File: src/rtl/fpga_to_dsp_int_pkg.sv
// Shared types and default widths for the FPGA-to-DSP interface block.
package fpga_to_dsp_int_pkg;

  localparam int unsigned DefAddrWidth = 8;
  localparam int unsigned DefDWidth    = 8;

  typedef enum logic [1:0] {
    StIdle,
    StRun,
    StDone
  } addr_state_e;

endpackage

File: src/rtl/fpga_to_dsp_addr_gen.sv
// Burst address generator: emits BurstLen sequential addresses from 0, then a one-cycle Done.
module fpga_to_dsp_addr_gen
  import fpga_to_dsp_int_pkg::*;
#(
  parameter int unsigned AddrWidth = DefAddrWidth
) (
  input  logic                 clk_i,
  input  logic                 rst_ni,
  input  logic                 start_i,
  input  logic [AddrWidth-1:0] burst_len_i,
  output logic [AddrWidth-1:0] addr_o,
  output logic                 addr_valid_o,
  output logic                 busy_o,
  output logic                 done_o
);

  addr_state_e          state_q, state_d;
  logic [AddrWidth-1:0] addr_q, addr_d;
  // Beats remaining after the current one; BurstLen=0 wraps to all-ones, i.e. 2^AddrWidth beats.
  logic [AddrWidth-1:0] cnt_q, cnt_d;

  always_ff @(posedge clk_i or negedge rst_ni) begin
    if (!rst_ni) begin
      state_q <= StIdle;
      addr_q  <= '0;
      cnt_q   <= '0;
    end else begin
      state_q <= state_d;
      addr_q  <= addr_d;
      cnt_q   <= cnt_d;
    end
  end

  always_comb begin
    state_d = state_q;
    addr_d  = addr_q;
    cnt_d   = cnt_q;
    unique case (state_q)
      StIdle: begin
        if (start_i) begin
          addr_d  = '0;
          cnt_d   = burst_len_i - AddrWidth'(1);
          state_d = StRun;
        end
      end
      StRun: begin
        if (cnt_q == '0) begin
          state_d = StDone;
        end else begin
          addr_d = addr_q + AddrWidth'(1);
          cnt_d  = cnt_q - AddrWidth'(1);
        end
      end
      StDone:  state_d = StIdle;
      default: state_d = StIdle;
    endcase
  end

  assign addr_o       = addr_q;
  assign addr_valid_o = (state_q == StRun);
  assign busy_o       = (state_q != StIdle);
  assign done_o       = (state_q == StDone);

endmodule

File: src/rtl/fpga_to_dsp_int.sv
// FPGA-to-DSP interface: burst address generator plus a single-entry capture register.
module fpga_to_dsp_int
  import fpga_to_dsp_int_pkg::*;
#(
  parameter int unsigned AddrWidth = DefAddrWidth,
  parameter int unsigned DWidth    = DefDWidth
) (
  input  logic                 clk_i,
  input  logic                 rst_ni,
  input  logic                 start_i,
  input  logic [AddrWidth-1:0] burst_len_i,
  output logic [AddrWidth-1:0] addr_o,
  output logic                 addr_valid_o,
  output logic                 busy_o,
  output logic                 done_o,
  input  logic [DWidth-1:0]    din_i,
  input  logic                 din_valid_i,
  output logic [DWidth-1:0]    data_o,
  output logic                 data_valid_o,
  input  logic                 data_ack_i,
  output logic                 overflow_o
);

  fpga_to_dsp_addr_gen #(
    .AddrWidth(AddrWidth)
  ) u_addr_gen (
    .clk_i       (clk_i),
    .rst_ni      (rst_ni),
    .start_i     (start_i),
    .burst_len_i (burst_len_i),
    .addr_o      (addr_o),
    .addr_valid_o(addr_valid_o),
    .busy_o      (busy_o),
    .done_o      (done_o)
  );

  logic [DWidth-1:0] data_q, data_d;
  logic              data_valid_q, data_valid_d;
  logic              overflow_q, overflow_d;

  always_ff @(posedge clk_i or negedge rst_ni) begin
    if (!rst_ni) begin
      data_q       <= '0;
      data_valid_q <= 1'b0;
      overflow_q   <= 1'b0;
    end else begin
      data_q       <= data_d;
      data_valid_q <= data_valid_d;
      overflow_q   <= overflow_d;
    end
  end

  always_comb begin
    data_d       = data_q;
    data_valid_d = data_valid_q;
    overflow_d   = overflow_q;
    if (data_ack_i) begin
      data_valid_d = 1'b0;
    end
    if (din_valid_i) begin
      data_d       = din_i;
      data_valid_d = 1'b1;
      // Only an unacknowledged entry counts as lost.
      if (data_valid_q && !data_ack_i) begin
        overflow_d = 1'b1;
      end
    end
  end

  assign data_o       = data_q;
  assign data_valid_o = data_valid_q;
  assign overflow_o   = overflow_q;

endmodule

File: config.mk
export PLATFORM = sky130hd
export DESIGN_NAME = fpga_to_dsp_int
export DESIGN_NICKNAME = d
export VERILOG_FILES = /design/src/rtl/fpga_to_dsp_int_pkg.sv /design/src/rtl/fpga_to_dsp_addr_gen.sv /design/src/rtl/fpga_to_dsp_int.sv
export SDC_FILE = /design/constraint.sdc
export NUM_CORES = 1
export LEC_CHECK = 0
export ABC_AREA = 1
export BUFFER_PORTS_ARGS = -buffer_cell sky130_fd_sc_hd__buf_2
export CORE_ASPECT_RATIO = 1.5
export CORE_UTILIZATION = 50
export CTS_CLUSTER_DIAMETER = 120
export DETAILED_ROUTE_END_ITERATION = 8
export PLACE_DENSITY = 0.73
export SLEW_MARGIN = 20
export SYNTH_ARGS = -nofsm -noshare
export SYNTH_HDL_FRONTEND = slang
export SYNTH_HIERARCHICAL = 1
export SYNTH_SLANG_ARGS = --single-unit
File: constraint.sdc
create_clock -name clk_i -period 1.8 [get_ports clk_i]
set_input_delay 0.18 -clock clk_i [delete_from_list [all_inputs] [get_ports clk_i]]
set_output_delay 0.18 -clock clk_i [all_outputs]
set_load 0.02 [all_outputs]
==> flow_metrics.py <==
metrics = {
    "drt": {
        "vias": 1387,
        "firstDrtPassIters": 4,
        "routed_wl_mm": 3.15,
        "drtIter0Drc": 35,
        "avgViaCountPerCell": 4.83,
        "wl_per_cell_um": 11.0,
        "drc": 0,
        "ant_nets": 0,
    },
    "setup_path": {
        "endpoint_kind": "flip-flop",
        "crit_arrival_ns": 1.78,
        "start_kind": "flip-flop",
        "crit_path_max_fanout": 12,
        "crit_type": "reg2reg",
        "worstPathRequired_ns": 1.97,
    },
    "power_and_ir_drop": {
        "leakagePower_nw": 0.976,
        "power_density_nw_per_um2": 664,
        "peakVddDrop_mv": 0.481,
    },
    "min_path": {
        "hold_class": "in2reg",
    },
    "global_route": {
        "grt_usage_pct": 21.1,
        "grt_pass1_vias": 1270,
        "grt_max_degree": 29,
        "antenna_found_initial": 0,
        "grt_pass1_wl_mm": 5.20,
        "overflow": 0,
    },
    "sta": {
        "relSlewSlack_pct": 59.2,
        "skew_ns": 0.00264,
        "min_period_ns": 1.61,
        "setup_violations": 0,
        "rsz0062_at_grt": "false",
        "slew_viol_final": 0,
        "fmax_mhz": 621,
        "hold_violations": 0,
        "fin_tns_setup_ns": 0,
        "timing.final.crit_share_pct": 89.5,
        "tightest_slew_ns": 0.613,
    },
    "synthesis": {
        "synthesis.area_um2": 1590,
        "syn_inst": 206,
        "syn_avg_cell_area_um2": 7.71,
        "yosys_register_bits": 28,
        "ys_types": 27,
        "synthesis.nets": 229,
        "yosys_warnings": 6,
        "yosysSeqAreaShare_pct": 44.1,
    },
    "floorplan": {
        "die-area_um2": 3410,
        "die_h_um": 71.0,
        "coreArea_um2": 2970,
        "io_pins": 42,
        "initial_core_util_pct": 53.4,
        "row_count": 24,
        "die_w_um": 48.0,
    },
    "status": {
        "outcome": "finished clean",
    },
    "place": {
        "place_congestion": 0.867,
        "place_hpwl_mm": 2.37,
        "port-buffer-count": 41,
    },
    "layout": {
        "diodes": 0,
        "final_core_util_pct": 63.3,
        "drive_gt1_share_pct": 29.0,
        "fill_cells": 268,
        "nNetsFinal": 272,
        "area_growth_pct": 18.6,
    },
    "clock_tree": {
        "cts_sinks": 28,
        "cts_tree": "done",
        "root_buffer": "clkbuf_8",
        "htree_levels": 1,
        "clk_latency_ns": 0.27,
        "postCtsSetupRepairBufs": 0,
        "clkTransAtPathRegs_ns": 0.09,
        "cts_buffer_depth": 2,
        "numCtsBuffers": 3,
    },
    "run": {
        "maxCapViolations": 0,
    },
}
worst paths after layout:
check / start / slack (ns) / cells after the start / endpoint
min: din_i[3] / 0.1 / 3 / data_o[3]
min reg2reg: overflow_o / 0.46 / 2 / overflow_o
min in group asynchronous: rst_ni / 0.44 / 2 / overflow_o
max: u_addr_gen/state_q[0] / 0.19 / 9 / u_addr_gen/cnt_q[6]
max in group asynchronous: rst_ni / 0.95 / 2 / u_addr_gen/cnt_q[4]
max reg2reg: u_addr_gen/state_q[0] / 0.19 / 9 / u_addr_gen/cnt_q[6]
registers in the layout (all words and copies together), names as in the netlist:
| register | flops |
|---|---|
| data_o | 8 |
| u_addr_gen/addr_o | 8 |
| u_addr_gen/cnt_q | 8 |
| u_addr_gen/state_q | 2 |
| data_valid_o | 1 |
| overflow_o | 1 |
layout by cell type, fill, tap and decap left out:
cell	count
nand3_1	18
inv_2	3
buf_2	41
ha_1	2
o21ai_1	5
nor2_2	2
dfrtp_1	28
buf_4	1
nand3_2	1
nand2_2	9
nor3_1	1
o21ai_0	8
xor2_1	2
or2_2	3
nor2_4	2
nand3b_1	1
xnor2_1	1
nor2_1	8
o21ai_2	1
nand2_4	4
bufinv_16	1
nand2_1	72
clkbuf_8	3
nand4_1	3
clkinv_1	1
inv_1	23
dlygate4sd3_1	1
o21bai_1	2
inv_8	1
worst max-delay path, cell delays in order (launching register included):
cell and delay [ns]:
dfrtp_1 0.51, nand2_4 0.20, nand2_1 0.08, nand2_2 0.10
ha_1 0.18, nand2_1 0.10, nor2_2 0.13, nand3_1 0.07
nand3_1 0.08, nand2_1 0.05
synth_stat cells (all sizes together):
cell type / count / area share, %
buf: 5 / 3.0
clkinv: 1 / 0.24
dfrtp: 28 / 44
ha: 2 / 1.6
inv: 27 / 6.9
nand2: 85 / 23
nand3: 19 / 6.3
nand3b: 1 / 0.47
nand4: 3 / 1.2
nor2: 12 / 4.1
nor3: 1 / 0.31
o21ai: 14 / 4.6
o21bai: 2 / 0.95
or2: 3 / 1.2
xnor2: 1 / 0.55
xor2: 2 / 1.1
stage by stage:
step	power (mW)	setup slack [ns]	instance area, um2	instances	hold WS [ns]
final	1.25	0.190	1880	287	0.0988
after global routing	1.30	0.0301	1880	287	0.0922
after floorplan	0.719	0.226	1590	206	-0.116
after global placement	0.771	0.233	1800	282	0.228
after detailed placement	0.772	0.197	1800	282	0.231
after CTS	1.27	0.175	1880	287	0.0939
timing repair:
action	in CTS	in global routing
gates resized for setup	0	0
hold buffers	1	0
endpoints found under the hold margin	28	0
area by class of cell:
type                            count  area (um2)  area share (%)
Multi-Input combinational cell    145         727            38.6
Sequential cell                    28         701            37.2
Timing Repair Buffer               43         223            11.8
Inverter                           28         113            5.98
Tap cell                           39        48.8            2.59
Clock buffer                        3        41.3            2.19
Clock inverter                      1        30.0            1.59
power by group:
group	switching [mW]	internal [mW]	total, mW
sequential	0.00942	0.646	0.655
clock	0.193	0.298	0.491
combinational	0.0649	0.0388	0.104
kinds of logic (layout without fill, tap and decap cells):
| logic type | Yosys count | after routing | synth area share (%) |
|---|---|---|---|
| adders and majority gates | 2 | 2 | 1.58 |
| AOI/OAI and AO/OA | 16 | 16 | 5.59 |
| and+or+nand+nor | 124 | 124 | 37.0 |
| DFF | 28 | 28 | 44.1 |
| buffers and inverters | 33 | 75 | 10.1 |
| xor gates and xnor gates | 3 | 3 | 1.66 |
routing by layer:
layer	up-vias	share of wire [%]	routed length, um	GRT usage, %
li1	720	-	-	-
met2	42	48	1510	33.6
met4	0	2.6	82	9.88
met5	-	0	0	0
met3	9	3.9	124	3.06
met1	616	45	1430	26.9
Power figures use the tool's default switching activity.
